## config.mk

```make
export PLATFORM = sky130hd
export DESIGN_NAME = uart_cmd_rx
export DESIGN_NICKNAME = d
export VERILOG_FILES = /design/src/rtl/uart_cmd_pkg.sv /design/src/rtl/uart_rx_sync.sv /design/src/rtl/uart_cmd_rx.sv
export SDC_FILE = /design/constraint.sdc
export NUM_CORES = 1
export LEC_CHECK = 0
export CAP_MARGIN = 10
export CORE_UTILIZATION = 50
export CTS_CLUSTER_SIZE = 10
export DETAILED_ROUTE_END_ITERATION = 8
export MAX_ROUTING_LAYER = met4
export PLACE_DENSITY = 0.72
export SYNTH_ARGS = -nofsm -noshare
export SYNTH_HDL_FRONTEND = slang
export SYNTH_SLANG_ARGS = --single-unit
```

## constraint.sdc

```tcl
create_clock -name clk -period 4.5 [get_ports clk]
set_input_delay 0.45 -clock clk [delete_from_list [all_inputs] [get_ports clk]]
set_output_delay 0.45 -clock clk [all_outputs]
set_load 0.02 [all_outputs]
```

## src/rtl/uart_cmd_pkg.sv

```systemverilog
// Shared robot command-link definitions: drive command encoding, ASCII command
// table and receiver state encoding. Used by both the transmit and receive ends.
package uart_cmd_pkg;

  typedef enum logic [2:0] {
    CMD_STOP  = 3'd0,
    CMD_FWD   = 3'd1,
    CMD_BACK  = 3'd2,
    CMD_LEFT  = 3'd3,
    CMD_RIGHT = 3'd4,
    CMD_SPIN  = 3'd5
  } cmd_t;

  localparam logic [7:0] ASCII_S = 8'h53;
  localparam logic [7:0] ASCII_F = 8'h46;
  localparam logic [7:0] ASCII_B = 8'h42;
  localparam logic [7:0] ASCII_L = 8'h4C;
  localparam logic [7:0] ASCII_R = 8'h52;
  localparam logic [7:0] ASCII_T = 8'h54;

  typedef struct packed {
    logic hit;
    cmd_t cmd;
  } cmd_lookup_t;

  typedef enum logic [2:0] {
    IDLE      = 3'd0,
    START     = 3'd1,
    DATA      = 3'd2,
    STOP      = 3'd3,
    WAIT_IDLE = 3'd4
  } rx_state_t;

  function automatic cmd_lookup_t ascii_to_cmd(input logic [7:0] ch);
    cmd_lookup_t r;
    r.hit = 1'b1;
    r.cmd = CMD_STOP;
    case (ch)
      ASCII_S: r.cmd = CMD_STOP;
      ASCII_F: r.cmd = CMD_FWD;
      ASCII_B: r.cmd = CMD_BACK;
      ASCII_L: r.cmd = CMD_LEFT;
      ASCII_R: r.cmd = CMD_RIGHT;
      ASCII_T: r.cmd = CMD_SPIN;
      default: r.hit = 1'b0;
    endcase
    return r;
  endfunction

endpackage

```

## src/rtl/uart_rx_sync.sv

```systemverilog
// Multi-stage synchroniser for the asynchronous serial pin; resets to the
// idle-high level so reset never looks like a start bit.
module uart_rx_sync #(
  parameter int SYNC_STAGES = 2
) (
  input  logic clk,
  input  logic reset,
  input  logic d_i,
  output logic q_o
);

  logic [SYNC_STAGES-1:0] sync_q;

  always_ff @(posedge clk) begin
    if (reset) begin
      sync_q <= '1;
    end else begin
      sync_q[0] <= d_i;
      for (int i = 1; i < SYNC_STAGES; i++) begin
        sync_q[i] <= sync_q[i-1];
      end
    end
  end

  assign q_o = sync_q[SYNC_STAGES-1];

endmodule

```

## src/rtl/uart_cmd_rx.sv

```systemverilog
// 8N1 UART receiver with command decode for the base-station command link.
// Outputs are registered one cycle after the mid-stop-bit sample.
module uart_cmd_rx
  import uart_cmd_pkg::*;
#(
  parameter int CLKS_PER_BIT = 434,
  parameter int SYNC_STAGES  = 2
) (
  input  logic      clk,
  input  logic      reset,
  input  logic      uart_in,
  output logic [7:0] data_rx,
  output logic      valid,
  output logic      framing_error,
  output logic [2:0] command,
  output logic      cmd_valid,
  output logic      cmd_unknown,
  output rx_state_t dbg_state
);

  localparam int CW = $clog2(CLKS_PER_BIT);
  localparam logic [CW-1:0] HALF_TC = CW'(CLKS_PER_BIT / 2 - 1);
  localparam logic [CW-1:0] FULL_TC = CW'(CLKS_PER_BIT - 1);
  localparam logic [CW-1:0] CNT_ONE = CW'(1);

  logic        rx_s;
  rx_state_t   state_q, state_d;
  logic [CW-1:0] clk_cnt_q, clk_cnt_d;
  logic [2:0]  bit_cnt_q, bit_cnt_d;
  logic [7:0]  shift_q, shift_d;
  logic [7:0]  data_rx_q, data_rx_d;
  cmd_t        command_q, command_d;
  logic        valid_q, valid_d;
  logic        fe_q, fe_d;
  logic        cmdv_q, cmdv_d;
  logic        cmdu_q, cmdu_d;
  cmd_lookup_t lookup;

  uart_rx_sync #(.SYNC_STAGES(SYNC_STAGES)) u_sync (
    .clk  (clk),
    .reset(reset),
    .d_i  (uart_in),
    .q_o  (rx_s)
  );

  assign lookup = ascii_to_cmd(shift_q);

  always_ff @(posedge clk) begin
    if (reset) begin
      state_q   <= IDLE;
      clk_cnt_q <= '0;
      bit_cnt_q <= '0;
      shift_q   <= '0;
      data_rx_q <= '0;
      command_q <= CMD_STOP;
      valid_q   <= 1'b0;
      fe_q      <= 1'b0;
      cmdv_q    <= 1'b0;
      cmdu_q    <= 1'b0;
    end else begin
      state_q   <= state_d;
      clk_cnt_q <= clk_cnt_d;
      bit_cnt_q <= bit_cnt_d;
      shift_q   <= shift_d;
      data_rx_q <= data_rx_d;
      command_q <= command_d;
      valid_q   <= valid_d;
      fe_q      <= fe_d;
      cmdv_q    <= cmdv_d;
      cmdu_q    <= cmdu_d;
    end
  end

  always_comb begin
    state_d   = state_q;
    clk_cnt_d = clk_cnt_q;
    bit_cnt_d = bit_cnt_q;
    shift_d   = shift_q;
    data_rx_d = data_rx_q;
    command_d = command_q;
    valid_d   = 1'b0;
    fe_d      = 1'b0;
    cmdv_d    = 1'b0;
    cmdu_d    = 1'b0;
    case (state_q)
      IDLE: begin
        if (!rx_s) begin
          state_d   = START;
          clk_cnt_d = '0;
          bit_cnt_d = '0;
        end
      end
      START: begin
        // A start bit that is high again at its centre was only a glitch.
        if (clk_cnt_q == HALF_TC) begin
          clk_cnt_d = '0;
          state_d   = rx_s ? IDLE : DATA;
        end else begin
          clk_cnt_d = clk_cnt_q + CNT_ONE;
        end
      end
      DATA: begin
        if (clk_cnt_q == FULL_TC) begin
          clk_cnt_d = '0;
          shift_d   = {rx_s, shift_q[7:1]};
          bit_cnt_d = bit_cnt_q + 3'd1;
          if (bit_cnt_q == 3'd7) state_d = STOP;
        end else begin
          clk_cnt_d = clk_cnt_q + CNT_ONE;
        end
      end
      STOP: begin
        // Returning to IDLE at mid-stop-bit lets a back-to-back start bit be caught.
        if (clk_cnt_q == FULL_TC) begin
          clk_cnt_d = '0;
          if (rx_s) begin
            state_d   = IDLE;
            valid_d   = 1'b1;
            data_rx_d = shift_q;
            if (lookup.hit) begin
              cmdv_d    = 1'b1;
              command_d = lookup.cmd;
            end else begin
              cmdu_d = 1'b1;
            end
          end else begin
            fe_d    = 1'b1;
            state_d = WAIT_IDLE;
          end
        end else begin
          clk_cnt_d = clk_cnt_q + CNT_ONE;
        end
      end
      WAIT_IDLE: begin
        if (rx_s) state_d = IDLE;
      end
      default: state_d = IDLE;
    endcase
  end

  assign data_rx       = data_rx_q;
  assign valid         = valid_q;
  assign framing_error = fe_q;
  assign command       = command_q;
  assign cmd_valid     = cmdv_q;
  assign cmd_unknown   = cmdu_q;
  assign dbg_state     = state_q;

endmodule

```

==> summary.txt, run 1 <==
Setup path
  • Reg2Reg Setup Slack: 1990 ps
  • Critical Path Start Type: register
  • Worst endpoint required time: 4720 ps
  • Reg2reg path depth: 7
  • Crit end category: register
  • CP Class: register to register
  • CP Data Arrival Time: 2740 ps
  • CP max FO: 9
  • Worst R2R End: command[2]$_SDFFE_PP0P_
  • Worst R2R Start: clk_cnt_q[1]$_SDFFE_PP0P_

Clock tree
  • Post-CTS Hold Buffers: 0
  • CTS tree: yes
  • Clk slew on worst S/H paths: 80 ps
  • H-tree depth: 2
  • Num CTS Buffers: 5
  • Max clock buf depth: 2
  • Sink Count: 40
  • Clock latency on the worst-skew pair: 290 ps
  • CTS Root Cell: clkbuf_8
  • # resized after CTS: 0
  • Post-CTS setup buffer count: 0

Routing
  • Routed Antenna Nets: 0
  • Avg WL per Cell: 13.18 µm
  • First drt pass iteration count: 4
  • Iteration-0 DRC Markers: 73
  • Vias/cell: 5.460
  • DRC: 0
  • WL final: 3585 µm
  • Via count: 1,485

STA
  • Slew Viols, Final: 0
  • Setup TNS: 0 ps
  • Final setup vio count: 0
  • Fmax: 397.9 MHz
  • Post-layout worst setup margin: 1987 ps
  • Measured slew at the worst slew-check pin: 623.8 ps
  • WHS: 417.8 ps
  • Clock Skews: 4.927 ps
  • Final Cycle Share: 55.85%
  • Unrepaired setup endpoints after global routing: no
  • Min Tclk post-route: 2513 ps
  • Slew HR: 58.29%
  • Final hold vios: 0

Pwr
  • Pwr Density: 293.6 nW/µm²
  • Static Leakage: 0.7632 nW
  • Worst IR Drop VDD: 0.1798 mV

Placed design
  • Post-DP HPWL: 2452 µm
  • I/O Buffers: 20
  • Placed Area: 2068 µm²
  • DP Worst Slack: 2050 ps
  • GPL Wtd Cong: 0.8885

Yosys
  • Yosys top cell area share: 43.27%
  • Area leader, netlist: dfxtp_1
  • Seq/Total Area, Yosys: 43.27%
  • Post-synth EDFFs: 0
  • Post-synth ARST share: 0%
  • Mapped Nets: 218
  • Post-Syn Instances: 210
  • Syn avg cell area: 8.812 µm²
  • FF+latch count, synth: 40
  • Synth Cell Area: 1851 µm²
  • Synth area leaders: dfxtp_1 43%, mux2i_1 11%, nor2_1 5.5%
  • Main synth FF type: dfxtp_1
  • YS warnings: 0
  • Unique masters post-synth: 37

Floorplanning
  • Initial Util: 53.76%
  • Die span in y: 62.84 µm
  • Core Area: 3442 µm²
  • I/O Pins: 21
  • Die area: 3948 µm²
  • DIE WIDTH: 62.84 µm
  • # rows: 21

Global routing
  • Largest net degree at the start of global routing: 41
  • First-pass GRT wire length: 6223 µm
  • Vias in the first global route: 1,417
  • GRT Util Overall: 20.65%
  • Grt ovf: 0
  • Initial antenna violation count: 0

Layout
  • Total Nets Final: 233
  • Area grow syn2layout: 17.04%
  • Finished Cell Area: 2166 µm²
  • Share of cells above drive strength 1: 7.965%
  • Diode count: 0

Flow run
  • Max cap viols: 0

Worst hold path
  • Hold Path End: u_sync.sync_q[1]$_SDFF_PP1_
  • Min-Delay Path Class: register to register
  • Hold path startpoint: u_sync.sync_q[0]$_SDFF_PP1_
  • Hold Crit Depth: 1

Run status
  • Status: finished clean
==> area by class of cell <==
cell class                      count  area, µm²
Clock buffer                        6      82.58
Clock inverter                      2      15.01
Fill cell                         304       1276
Inverter                            2      7.507
Multi-Input combinational cell    154      987.2
Sequential cell                    40      800.8
Tap cell                           46      57.56
Timing Repair Buffer               22      215.2
==> registers in the layout (all words and copies together) (netlist names), 2 cells and up <==
signal         flops
bit_cnt_q          3
clk_cnt_q          9
command            3
data_rx            8
dbg_state          3
shift_q            8
u_sync.sync_q      2
==> worst max-delay path by stage <==
stage | to | start | cells after the start | slack [ps]
floorplan | dbg_state[1]$_SDFFE_PP0P_ | clk_cnt_q[0]$_SDFFE_PP0P_ | 7 | 2490
global placement | command[1]$_SDFFE_PP0P_ | clk_cnt_q[1]$_SDFFE_PP0P_ | 7 | 2120
detailed placement | command[2]$_SDFFE_PP0P_ | clk_cnt_q[1]$_SDFFE_PP0P_ | 7 | 2050
CTS | command[2]$_SDFFE_PP0P_ | clk_cnt_q[1]$_SDFFE_PP0P_ | 7 | 1980
global route | command[2]$_SDFFE_PP0P_ | clk_cnt_q[1]$_SDFFE_PP0P_ | 7 | 1770
finish | command[2]$_SDFFE_PP0P_ | clk_cnt_q[1]$_SDFFE_PP0P_ | 7 | 1990
==> metal layers <==
layer	up-vias	track usage [%]	share of wire [%]
met5	-	-	0
met4	0	8.721	1.4
met3	7	5.109	3.0
met2	25	33.70	48
met1	690	24.06	47
li1	763	-	-
==> synth_stat cells (2+ instances only) <==
cell type	n
a211oi_1	2
a21oi_1	8
a22oi_1	2
a31oi_1	5
buf_2	2
clkbuf_1	11
dfxtp_1	40
ha_1	5
inv_1	2
mux2i_1	20
nand2_1	22
nand2b_1	5
nand3_1	9
nand3b_1	4
nand4_1	2
nand4b_1	3
nor2_1	27
nor3_1	4
nor4_1	2
o21a_1	3
o21ai_0	7
or2_2	4
or3_1	5
xor2_1	3
==> worst max-delay path, stage by stage (launching register included) <==
cell	delay, ps
dfxtp_1	340
inv_1	100
ha_1	150
nand4b_1	140
nor4_4	340
nand4_1	580
nor3_1	570
mux2i_1	230
==> power breakdown <==
group	switching (W)	internal [W]
sequential	0.00000389	0.000356
clock	0.000125	0.000124
combinational	0.0000172	0.00000999
total	0.000146	0.000490
==> kinds of logic after synthesis <==
group                    Yosys count  share of synthesized area, %
AO/OA/AOI/OAI                     31                         10.82
XOR/XNOR                           3                         1.420
adder cells (fa/ha/maj)            5                         3.381
buffers and inverters             16                         3.381
flip-flops                        40                         43.27
multiplexers                      20                         10.82
AND/OR/NAND/NOR                   95                         26.91
==> layout by cell type, fill, tap and decap left out, types with 6 or more instances in the layout <==
| cell type | Yosys | layout |
|---|---|---|
| a21oi_1 | 8 | 8 |
| clkbuf_8 | 0 | 6 |
| clkdlybuf4s50_1 | 0 | 20 |
| dfxtp_1 | 40 | 40 |
| mux2i_1 | 20 | 20 |
| nand2_1 | 22 | 22 |
| nand3_1 | 9 | 9 |
| nor2_1 | 27 | 27 |
| o21ai_0 | 7 | 7 |
==> metrics by stage <==
stage | std cells | total power, W | util (%)
floorplan | 210 | 0.0003870 | -
global placement | 264 | 0.0003940 | 60.09
detailed placement | 264 | 0.0003948 | 60.09
CTS | 272 | 0.0006394 | 62.92
global route | 272 | 0.0006626 | 62.92
finish | 272 | 0.0006358 | 62.92
Note: power is estimated with default switching activity, not from simulation.
==> inputs of run 2 (changes only) <==
--- a/config.mk
+++ b/config.mk
@@ -6,11 +6,11 @@
 export NUM_CORES = 1
 export LEC_CHECK = 0
 export CAP_MARGIN = 10
-export CORE_UTILIZATION = 50
+export CORE_UTILIZATION = 49
 export CTS_CLUSTER_SIZE = 10
 export DETAILED_ROUTE_END_ITERATION = 8
 export MAX_ROUTING_LAYER = met4
-export PLACE_DENSITY = 0.72
+export PLACE_DENSITY = 0.74
 export SYNTH_ARGS = -nofsm -noshare
 export SYNTH_HDL_FRONTEND = slang
 export SYNTH_SLANG_ARGS = --single-unit
==> constraint.sdc (replaced) <==
create_clock -name clk -period 2.3 [get_ports clk]
set_input_delay 0.23 -clock clk [delete_from_list [all_inputs] [get_ports clk]]
set_output_delay 0.23 -clock clk [all_outputs]
set_load 0.02 [all_outputs]
==> run 2 against run 1 <==
  * Fmax up 17%
  * Largest power group unchanged
  * Core utilization up 0.17 points
  * Cell count up 1.1%
  * Total power rose by 95%
  * Register-to-register slack worse by 1800 ps
  * Sequential share of layout area shrank 0.38 points
  * First-iteration DRC count down 37%
  * Setup slack worse by 1800 ps
==> summary.txt, run 2 (synthesis gave the netlist of run 1 again) <==
Clock tree
  • Post-CTS setup buffer count: 0 (unchanged)
  • Sink Count: 40 (unchanged)
  • Max clock buf depth: 2 (unchanged)
  • Clk slew on worst S/H paths: 80 ps (about the same)
  • H-tree depth: 2 (unchanged)
  • Clock latency on the worst-skew pair: 280 ps (about the same)
  • Num CTS Buffers: 5 (unchanged)
  • CTS Root Cell: clkbuf_8
  • Post-CTS Hold Buffers: 0 (unchanged)
  • CTS tree: yes
  • # resized after CTS: 0 (unchanged)

Layout
  • Biggest register: clk_cnt_q
  • Total Nets Final: 236 (+1.3%)
  • Max reg flops: 9 (unchanged)
  • Most frequent cells in the layout: 40 x dfxtp_1, 27 x nor2_1, 22 x nand2_1, 20 x mux2i_1, 20 x clkdlybuf4s50_1
  • Area grow syn2layout: 18.26%
  • Storage cell area: 800.8 µm² (unchanged)
  • Diode count: 0 (unchanged)
  • Share of cells above drive strength 1: 9.170% (+1.2 points)
  • Multi-input logic area: 987.2 µm² (unchanged)
  • Non-Filler Instances: 275 (+1.1%)
  • Final-layout fill cell count: 310 (+2.0%)
  • Most common cell after layout, fill and taps aside: dfxtp_1

STA
  • WHS: 412.0 ps (-5.875 ps)
  • Final Cycle Share: 93.20% (+37 points)
  • Slew HR: 68.74% (+10 points)
  • Post-layout worst setup margin: 156.3 ps (-1830 ps)
  • Unrepaired setup endpoints after global routing: no
  • Clock Skews: 8.070 ps (+3.143 ps)
  • Measured slew at the worst slew-check pin: 465.4 ps (-158.4 ps)
  • Setup TNS: 0 ps (unchanged)
  • Slew Viols, Final: 0 (unchanged)
  • Min Tclk post-route: 2144 ps (-369.7 ps)
  • Fmax: 466.5 MHz (+17%)
  • Final setup vio count: 0 (unchanged)
  • Final hold vios: 0 (unchanged)

Pwr
  • Clock power frac: 38.9% (-0.2 points)
  • Static Leakage: 0.7781 nW (+2.0%)
  • Combinational Power Share: 4.4% (about the same)
  • Int Pwr: 0.0009600 W (+96%)
  • Psw: 0.0002813 W (+93%)
  • Flop pwr share: 56.7% (about the same)
  • Switching Fraction: 22.66% (-0.29 points)
  • Pwr Density: 567.2 nW/µm² (+93%)
  • Worst IR Drop VDD: 0.4543 mV (+150%)

Routing
  • Iteration-0 DRC Markers: 46 (-37%)
  • Routed Antenna Nets: 0 (unchanged)
  • Via count: 1,489 (+0.27%)
  • Vias/cell: 5.415 (-0.82%)
  • First drt pass iteration count: 4 (unchanged)
  • WL final: 3429 µm (-4.4%)
  • Avg WL per Cell: 12.47 µm (-5.4%)
  • DRC: 0 (unchanged)

Setup path
  • Reg2Reg Setup Slack: 160 ps (-1830 ps)
  • Worst R2R End: dbg_state[1]$_SDFFE_PP0P_
  • CP max FO: 4 (-5)
  • Crit end category: register
  • Crit path from: clk_cnt_q[0]$_SDFFE_PP0P_
  • CP Data Arrival Time: 2360 ps (-380 ps)
  • Critical Path Start Type: register
  • Worst endpoint required time: 2510 ps (-2210 ps)
  • CP Class: register to register
  • Reg2reg path depth: 7 (unchanged)
  • Worst R2R Start: clk_cnt_q[0]$_SDFFE_PP0P_

Worst hold path
  • Hold Crit Depth: 1 (unchanged)
  • Min-Delay Path Class: register to register
  • Hold Path End: u_sync.sync_q[1]$_SDFF_PP1_
  • Hold path startpoint: u_sync.sync_q[0]$_SDFF_PP1_

Floorplanning
  • Die span in y: 63.46 µm (+0.99%)
  • # rows: 21 (unchanged)
  • I/O Pins: 21 (unchanged)
  • Die area: 4027 µm² (+2.0%)
  • Initial Util: 53.35% (-0.41 points)
  • DIE WIDTH: 63.46 µm (+0.99%)
  • Core Area: 3468 µm² (+0.76%)

Global routing
  • First-pass GRT wire length: 5961 µm (-4.2%)
  • Vias in the first global route: 1,376 (-2.9%)
  • Initial antenna violation count: 0 (unchanged)
  • Largest net degree at the start of global routing: 40 (-2.4%)
  • Grt ovf: 0 (unchanged)
  • GRT Util Overall: 19.04% (-1.6 points)

Flow run
  • Max cap viols: 0 (unchanged)

Placed design
  • DP Worst Slack: 178.3 ps (-1871 ps)
  • GPL Wtd Cong: 0.8313 (-6.4%)
  • Post-DP HPWL: 2315 µm (-5.6%)
  • I/O Buffers: 20 (unchanged)
  • Post-Place Cells: 267 (+1.1%)

Run status
  • Status: finished clean
==> run 2: cell count changes in the layout (fill, tap and decap cells not counted), sizes merged <==
cell / previous run / this run
buf: 2 / 5
==> run 2: power by group through the flow <==
stage | clock, W | sequential [W] | combinational (W)
detailed placement | 0 | 0.000720 | 0.0000542
global placement | 0 | 0.000720 | 0.0000532
CTS | 0.000496 | 0.000704 | 0.0000545
global route | 0.000531 | 0.000705 | 0.0000596
finish | 0.000483 | 0.000704 | 0.0000546
floorplan | 0 | 0.000718 | 0.0000393
==> run 2: how the worst max path moves through the flow <==
| stage | endpoint | slack (ps) | cells after the start |
|---|---|---|---|
| after floorplan | dbg_state[1]$_SDFFE_PP0P_ | 290 | 7 |
| after detailed placement | dbg_state[1]$_SDFFE_PP0P_ | 180 | 7 |
| after global placement | dbg_state[1]$_SDFFE_PP0P_ | 260 | 7 |
| after global routing | dbg_state[1]$_SDFFE_PP0P_ | 30 | 7 |
| after CTS | dbg_state[1]$_SDFFE_PP0P_ | 140 | 7 |
| final | dbg_state[1]$_SDFFE_PP0P_ | 160 | 7 |
==> run 2: cell type report <==
class                   count  share of cell area, %
clock inverters             2                 0.6861
inverters                   2                 0.3431
flip-flops and latches     40                  36.59
repair buffers             25                  10.86
clock buffers               6                  3.774
well taps                  46                  2.630
multi-input cells         154                  45.11
==> run 2: per-stage QoR <==
stage          area, µm²  util, %  total power, W
6_report            2188    63.10        0.001241
5_1_grt             2188    63.10        0.001296
4_1_cts             2188    63.10        0.001254
3_5_place_dp        2091    60.28       0.0007743
3_3_place_gp        2091    60.28       0.0007729
2_1_floorplan       1851        -       0.0007572
==> run 2: worst max-delay path: stages (launching register included) <==
cell,delay (ps)
dfxtp_1,340
inv_1,110
ha_1,160
or4b_1,460
o311ai_2,290
o21ai_2,100
or4_1,500
a21oi_1,130
==> run 2: layer usage <==
metal  share of wire (%)  GRT usage (%)  wire length (µm)  up-vias
li1                    -              -                 -      780
met1                  50          23.57              1727      680
met2                  45          29.65              1555       25
met3                 3.1          4.167               106        4
met4                 1.2          8.239                40        0
met5                   0              -                 0        -
